## config.mk

```make
export PLATFORM = sky130hd
export DESIGN_NAME = sorted_frame_tx
export DESIGN_NICKNAME = d
export VERILOG_FILES = /design/src/rtl/sort_pkg.sv /design/src/rtl/sort_order_check.sv /design/src/rtl/sorted_frame_tx.sv
export SDC_FILE = /design/constraint.sdc
export NUM_CORES = 1
export LEC_CHECK = 0
export BUFFER_PORTS_ARGS = -buffer_cell sky130_fd_sc_hd__buf_2
export CAP_MARGIN = 10
export CORE_MARGIN = 5
export CORE_UTILIZATION = 58
export CTS_CLUSTER_SIZE = 25
export DETAILED_ROUTE_END_ITERATION = 7
export GPL_TIMING_DRIVEN = 0
export PLACE_DENSITY = 0.81
export REMOVE_ABC_BUFFERS = 1
export SLEW_MARGIN = 20
export SYNTH_ARGS = -nofsm -noshare
export SYNTH_HDL_FRONTEND = slang
export SYNTH_SLANG_ARGS = --single-unit
```

## constraint.sdc

```tcl
create_clock -name clk -period 3.4 [get_ports clk]
set_clock_uncertainty 0.1 [all_clocks]
set_input_delay 0.68 -clock clk [delete_from_list [all_inputs] [get_ports clk]]
set_output_delay 0.68 -clock clk [all_outputs]
set_load 0.01 [all_outputs]
```

## src/rtl/sort_pkg.sv

```systemverilog
// Shared definitions for the sorter and the sorted-frame transmitter.
// SORT_WIDTH / SORT_N : default word width and frame length.
// tx_state_t          : transmitter FSM states.
package sort_pkg;

    localparam int SORT_WIDTH = 8;
    localparam int SORT_N     = 8;

    typedef enum logic [0:0] {
        IDLE = 1'b0,
        SEND = 1'b1
    } tx_state_t;

endpackage

```

## src/rtl/sort_order_check.sv

```systemverilog
// Combinational order checker.
// It raises a flag when the frame is not non-decreasing from word 0 to word N-1.
// The compare is unsigned, and equal neighbours are allowed.
// Ports:
//   frame    : N*WIDTH packed frame; word k sits at [k*WIDTH +: WIDTH]
//   unsorted : 1 when some word[k] > word[k+1]
module sort_order_check
    import sort_pkg::*;
#(
    parameter int WIDTH = SORT_WIDTH,
    parameter int N     = SORT_N
) (
    input  logic [N*WIDTH-1:0] frame,
    output logic               unsorted
);

    // OR-reduce all adjacent descents
    always_comb begin
        unsorted = 1'b0;
        for (int k = 0; k < N - 1; k++) begin
            if (frame[k*WIDTH +: WIDTH] > frame[(k+1)*WIDTH +: WIDTH]) begin
                unsorted = 1'b1;
            end else begin
                unsorted = unsorted;
            end
        end
    end

endmodule

```

## src/rtl/sorted_frame_tx.sv

```systemverilog
// Captures a parallel sorted frame and streams it out one word per beat.
// The order is ascending or descending, chosen per frame. The block also reports
// whether the captured frame was really sorted.
// Ports:
//   clk, rst     : clock, async active-high reset
//   frame_in     : N*WIDTH parallel frame (word 0 = sorter out1)
//   desc, load   : order select and frame valid (both sampled at load)
//   frame_ready  : block can accept a frame
//   out_data/out_valid/out_ready/out_last/out_idx : word stream
//   sort_err     : captured frame not non-decreasing (held until next load)
//   done         : one-cycle pulse after the final beat transfers
module sorted_frame_tx
    import sort_pkg::*;
#(
    parameter int WIDTH = SORT_WIDTH,
    parameter int N     = SORT_N
) (
    input  logic                 clk,
    input  logic                 rst,
    input  logic [N*WIDTH-1:0]   frame_in,
    input  logic                 desc,
    input  logic                 load,
    output logic                 frame_ready,
    output logic [WIDTH-1:0]     out_data,
    output logic                 out_valid,
    input  logic                 out_ready,
    output logic                 out_last,
    output logic [$clog2(N)-1:0] out_idx,
    output logic                 sort_err,
    output logic                 done
);

    localparam int CW = $clog2(N);
    typedef logic [CW-1:0] cnt_t;
    localparam cnt_t LAST = cnt_t'(N - 1);

    tx_state_t          state_r, state_s;
    logic [N*WIDTH-1:0] frame_buf_r;
    logic [N*WIDTH-1:0] src_s;
    cnt_t               cnt_r, cnt_s, sel_s;
    logic               desc_r, desc_s;
    logic               load_s, xfer_s, unsorted_s;
    logic               frame_ready_r, out_valid_r, out_last_r, sort_err_r, done_r;
    logic [WIDTH-1:0]   out_data_r, word_s;
    cnt_t               out_idx_r;

    sort_order_check #(.WIDTH(WIDTH), .N(N)) u_check (
        .frame    (frame_in),
        .unsorted (unsorted_s)
    );

    // Next-state logic, beat counter, and the word to present after this edge
    always_comb begin
        state_s = state_r;
        cnt_s   = cnt_r;
        desc_s  = desc_r;
        load_s  = 1'b0;
        xfer_s  = 1'b0;
        case (state_r)
            IDLE: begin
                if (load && frame_ready_r) begin
                    load_s  = 1'b1;
                    state_s = SEND;
                    cnt_s   = '0;
                    desc_s  = desc;
                end else begin
                    state_s = IDLE;
                end
            end
            SEND: begin
                if (out_valid_r && out_ready) begin
                    xfer_s = 1'b1;
                    // The final beat always leaves SEND, so cnt never wraps
                    if (cnt_r == LAST) begin
                        state_s = IDLE;
                    end else begin
                        cnt_s = cnt_r + cnt_t'(1);
                    end
                end else begin
                    state_s = SEND;
                end
            end
            default: begin
                state_s = IDLE;
            end
        endcase
        // On the load edge the buffer is not written yet, so take beat 0 from frame_in
        src_s  = load_s ? frame_in : frame_buf_r;
        sel_s  = desc_s ? (LAST - cnt_s) : cnt_s;
        word_s = src_s[int'(sel_s)*WIDTH +: WIDTH];
    end

    // State, buffer and registered outputs
    always_ff @(posedge clk or posedge rst) begin
        if (rst) begin
            state_r       <= IDLE;
            frame_buf_r   <= '0;
            cnt_r         <= '0;
            desc_r        <= 1'b0;
            frame_ready_r <= 1'b0;
            out_valid_r   <= 1'b0;
            out_data_r    <= '0;
            out_last_r    <= 1'b0;
            out_idx_r     <= '0;
            sort_err_r    <= 1'b0;
            done_r        <= 1'b0;
        end else begin
            state_r       <= state_s;
            cnt_r         <= cnt_s;
            desc_r        <= desc_s;
            frame_ready_r <= (state_s == IDLE);
            out_valid_r   <= (state_s == SEND);
            out_data_r    <= (state_s == SEND) ? word_s : '0;
            out_idx_r     <= (state_s == SEND) ? cnt_s : '0;
            out_last_r    <= (state_s == SEND) && (cnt_s == LAST);
            done_r        <= xfer_s && (cnt_r == LAST);
            if (load_s) begin
                frame_buf_r <= frame_in;
                sort_err_r  <= unsorted_s;
            end else begin
                frame_buf_r <= frame_buf_r;
                sort_err_r  <= sort_err_r;
            end
        end
    end

    assign frame_ready = frame_ready_r;
    assign out_valid   = out_valid_r;
    assign out_data    = out_data_r;
    assign out_last    = out_last_r;
    assign out_idx     = out_idx_r;
    assign sort_err    = sort_err_r;
    assign done        = done_r;

endmodule

```

======== Word level (Yosys, flattened, before mapping) ========
Cells that the tools add are included.
word-level totals
  register bits after elaboration ......... 84
  latch bits .............................. 0
  RAM bits ................................ 0
  memory bits (read-only) ................. 0
  input port bits ......................... 69
  output and inout bits ................... 16
  logic and storage cells ................. 52
  memories ................................ 0
cells by class
  add/subtract/negate cells ............... 2
  multiply operators ...................... 0
  divide/modulo/power cells ............... 0
  order comparisons ....................... 7
  equality and inequality tests ........... 2
  shift operators ......................... 1
  mux-type cells .......................... 24
  bitwise logic cells ..................... 2
  reduce and logical (&&, ||, !) cells .... 4
operators with widths
  operator               count
  $mux W64               1
  $shiftx A64 B7 Y8      1
  $gt A8 B8 Y1           7
  $mux W1                15
  $mux W3                5
  $mux W8                1
  $eq A3 B3 Y1 const B   2
  $pmux W3 S2            1
  $logic_and A1 B1 Y1    4
  $add A3 B1 Y3 const B  1
  $sub A3 B3 Y3 const A  1
  $not A1 Y1             2
  $pmux W1 S2            1

======== Longest topological paths before layout ========
  depth after elaboration ................. 8
  mapped depth ............................ 9
  depth with buffers taken out ............ 9

======== By module ========
A second synthesis with hierarchy kept.
second synthesis, totals
  cells, all modules ...................... 643
  area total of the unflattened synthesis .. 5444.0 µm²
by module, submodules not included
  module            instances  cells an instance  area an instance (µm²)  sequential area each (µm²)
  sorted_frame_tx   1          442                4026.4                  2102.0
  sort_order_check  1          201                1417.6                  0.0

======== Worst setup path before layout ========
OpenSTA, ideal clock, no wires.
  path kind ............................... register -> register
  start ................................... register cnt_r[0]
  end ..................................... register out_data_r[3] (netlist: out_data[3])
  arrival time ............................ 2436 ps
  data required time ...................... 3161 ps
  slack ................................... 725 ps
  cell stages (with the launch flop) ...... 10
  buffers on the path ..................... 1
  cells stage by stage .................... dfrtp_1 > ha_1 > and2_1 > nor3_1 > a21oi_4 > xnor2_4 > buf_6 > mux2_1 > a221oi_1 > a211oi_2
on the way
  word-level cells in the longest chain between the ends .. 8
  elaborated cells between the ends (all ways) .. 13
  those cells by class .................... add/sub (2); eq/ne (1); shift (1); mux (9)
RTL lines
  what                                                  line                                          source
  from (decl)                                           sorted_frame_tx.sv:40                         cnt_t cnt_r, cnt_s, sel_s;
  from (signal assigned)                                sorted_frame_tx.sv:109                        cnt_r <= cnt_s;
  $add A3 B1 Y3 / $eq A3 B3 Y1 (equally long branches)  sorted_frame_tx.sv:77, sorted_frame_tx.sv:74
  $mux W3                                               sorted_frame_tx.sv:74                         if (cnt_r == LAST) begin
  $mux W3                                               sorted_frame_tx.sv:71                         if (out_valid_r && out_ready) begin
  $pmux W3 S2                                           sorted_frame_tx.sv:59                         case (state_r)
  $sub A3 B3 Y3                                         sorted_frame_tx.sv:89                         sel_s = desc_s ? (LAST - cnt_s) : cnt_s;
  $mux W3                                               sorted_frame_tx.sv:89
  $shiftx A64 B7 Y8                                     sorted_frame_tx.sv:90                         word_s = src_s[int'(sel_s)*WIDTH +: WIDTH];
  $mux W8 (*)                                           sorted_frame_tx.sv:113                        out_data_r <= (state_s == SEND) ? word_s : '0;
  to (signal assigned)                                  sorted_frame_tx.sv:113
  to (decl)                                             sorted_frame_tx.sv:44                         logic [WIDTH-1:0] out_data_r, word_s;
Mark *: on every way between the ends. The rest lies on a longest branch, timed or not.
A chain may end at the register's enable or synchronous reset.

======== Final worst setup path ========
  start ................................... register out_valid_r (netlist: out_valid)
  end ..................................... register out_data_r[3] (netlist: out_data[3])
on the way
  elaborated cells between the ends (all ways) .. 13
  those cells by class .................... add/sub (1); shift (1); mux (9); bitwise (1); reduce/logical (1)
RTL lines
  what                    line                    source
  from (decl)             sorted_frame_tx.sv:43   logic frame_ready_r, out_valid_r, out_last_r, sort_err_r, done_r;
  from (signal assigned)  sorted_frame_tx.sv:112  out_valid_r <= (state_s == SEND);
  $mux W1                 n/a
  net desc_s              sorted_frame_tx.sv:41   logic desc_r, desc_s;
  $mux W3                 sorted_frame_tx.sv:89
  $shiftx A64 B7 Y8       sorted_frame_tx.sv:90
  $mux W8                 sorted_frame_tx.sv:113
The timed path passes the listed nets, and every way through them passes these cells.

==> flow_summary.json <==
{
  "grt_pass1_vias": 4835,
  "die-area_um2": 11300,
  "p_per_area_nw_per_um2": 849,
  "maxSlewViolCount": 0,
  "crit_start": "out_valid$_DFF_PP0_",
  "nFillCells": 726,
  "fp.dieW_um": 106,
  "grt_max_degree": 51,
  "cts_buffers": 9,
  "ys.flop_type": "dfrtp_1",
  "dp.cells": 758,
  "setup_viol": 0,
  "track_usage_pct": 25.4,
  "hold_viol_final": 0,
  "die_height_um": 106,
  "path_clk_slew_ns": 0.08,
  "yosysSeqAreaShare_pct": 39.2,
  "coreArea_um2": 9110,
  "synth_area_um2": 5360,
  "grt-ovfl-total": 0,
  "rows": 35,
  "initial_core_util_pct": 58.8,
  "synthDistinctLibCells": 47,
  "root_buffer": "clkbuf_8",
  "period_minus_slack_ns": 3.24,
  "slew_headroom_pct": 50.7,
  "pin_count": 85,
  "reg2reg_slack_ns": 0.16,
  "place_area_um2": 5930,
  "grt_pass1_wl_mm": 22.9,
  "clock_sinks": 84,
  "critPathCaptureType": "flip-flop",
  "async_reset_ff_share_pct": 100,
  "drt_iter0_markers": 288,
  "synth_warnings": 0,
  "fin_total_pwr_mw": 5.24,
  "finalSetupTns_ns": 0,
  "period_share_pct": 95.3,
  "syn-mean-instance-area_um2": 9.23,
  "antenna_cells": 0,
  "max_cap_viol_count": 0,
  "wl_mm": 13.5,
  "via_count": 4521,
  "drc": 0,
  "dp_hpwl_mm": 10.3,
  "area_growth_pct": 15.0,
  "holdWs_ns": 0.252,
  "clk_latency_ns": 0.35,
  "ir_drop_v": 0.000642,
  "wl_per_cell_um": 17.4,
  "setup.worst_path.class": "reg -> reg",
  "ys_top_cells_by_area": "dfrtp_1 (39%), ha_1 (13%), nand2_1 (6.8%), o21ai_0 (6.6%), mux2i_1 (4.5%)",
  "cts_tree": "built",
  "cp_max_fo": 24,
  "rsz0062_at_grt": "no",
  "timing.rr.start": "out_valid$_DFF_PP0_",
  "cp.arrival_ns": 3.36,
  "seqCellArea_um2": 2100,
  "ys_ff_latch": 84,
  "post-synth-top-count-cell": "nand2_1",
  "p_leak_nw": 3.26,
  "max_freq_mhz": 309,
  "hold_path.class": "in -> async",
  "critPathRequiredTime_ns": 3.52,
  "r2r_cells": 7,
  "cts.path.max_buffers": 2,
  "synthCells": 581,
  "io_buffers": 84,
  "stdcell_area_um2": 6160,
  "netlist.area_leader.share_pct": 39.2,
  "cts_max_level": 3,
  "ant_nets": 0,
  "synth_edf_count": 0,
  "crit_path_start_kind": "flip-flop",
  "worst_pin_slew_ns": 0.739,
  "final_cells": 775,
  "first_pass_iters": 5,
  "synth.top_cells.by_count": "nand2_1 (97), dfrtp_1 (84), o21ai_0 (71), inv_1 (60), ha_1 (57)",
  "viasPerCell": 5.83,
  "gp_congestion": 0.823,
  "holdBufCountCts": 0,
  "multi_input_area_um2": 2950,
  "r2r_end": "out_data[3]$_DFF_PP0_",
  "status": "finished clean",
  "synth_top_area_cell": "dfrtp_1",
  "nets": 785,
  "layout-drive-gt1-share_pct": 20.5,
  "antenna_found_initial": 0
}
what timing repair did:
| action | in CTS | in global routing |
|---|---|---|
| setup endpoints to repair | 8 | 5 |
| setup buffers | 0 | 0 |
| pin swaps | 1 | 0 |
| gates cloned | 1 | 0 |
| endpoints found under the hold margin | 0 | 0 |
| gates resized for setup | 2 | 1 |
flip-flops by register name, indices dropped and copies added (netlist names):
| signal | flops |
|---|---|
| done | 1 |
| frame_ready | 1 |
| desc_r | 1 |
| out_data | 8 |
| out_last | 1 |
| frame_buf_r | 64 |
| out_valid | 1 |
| sort_err | 1 |
| cnt_r | 3 |
| out_idx | 3 |
routing by layer:
metal	global-route usage, %	part of all wire [%]	up-vias
met3	5.95	7.4	27
met1	32.9	42	2131
met2	41.4	48	178
met4	9.34	2.2	0
li1	-	-	2185
met5	0	0	-
cells in the final DEF (no fill, tap or decap), types with 8 or more instances in the layout:
cell type / Yosys / layout
a21o_1: 13 / 13
a21oi_1: 22 / 22
buf_2: 3 / 84
clkbuf_8: 0 / 11
dfrtp_1: 84 / 84
ha_1: 57 / 57
inv_1: 60 / 59
mux2_2: 12 / 12
mux2i_1: 24 / 24
nand2_1: 97 / 97
nand2b_1: 8 / 8
nand4_1: 15 / 15
nor2_1: 10 / 10
nor2b_1: 9 / 9
nor3_1: 8 / 8
o21ai_0: 71 / 71
cells by family after synthesis:
kind of cell	count (synthesis)	share of synthesized area [%]
fa+ha+maj	57	13.3
flops	84	39.2
buf+inv	88	6.65
compound gates	149	17.6
simple gates	155	13.1
mux	42	8.47
xor+xnor	6	1.68
power breakdown:
part | internal (mW) | switching, mW | leakage (nW)
registers | 1.46 | 0.204 | 1.04
logic | 1.25 | 1.59 | 2.11
clock network | 0.378 | 0.350 | 0.102
per-stage QoR:
step | utilization (%) | setup WS [ns]
after floorplan | - | -1.22
after global placement | 63.6 | -2.53
after detailed placement | 65.1 | -0.835
after CTS | 67.7 | 0.0597
after global routing | 67.7 | 0.0443
final | 67.7 | 0.160
final cells by class:
cell class / count / area share [%]
clock inverter: 4 / 0.771
inverter: 61 / 3.75
multi-input combinational: 410 / 47.8
clock buffer: 12 / 2.52
tap: 111 / 2.25
timing repair buffer: 93 / 8.79
sequential: 84 / 34.1
worst max-delay path, cell delays in order, from the launching register on:
cell      delay, ns
dfrtp_1        0.44
and3b_4        0.58
mux2i_4        0.39
inv_2          0.17
xnor2_4        0.53
mux2_1         0.41
a221oi_1       0.39
a211oi_2       0.09
how the worst max path moves through the flow:
| stage | end | slack, ns |
|---|---|---|
| after floorplan | out_data[6]$_DFF_PP0_ | -1.22 |
| after global routing | out_data[3]$_DFF_PP0_ | 0.04 |
| after CTS | out_data[3]$_DFF_PP0_ | 0.06 |
| after global placement | out_data[6]$_DFF_PP0_ | -2.53 |
| final | out_data[3]$_DFF_PP0_ | 0.16 |
| after detailed placement | out_data[2]$_DFF_PP0_ | -0.84 |
Note: power is estimated with default switching activity, not from simulation.
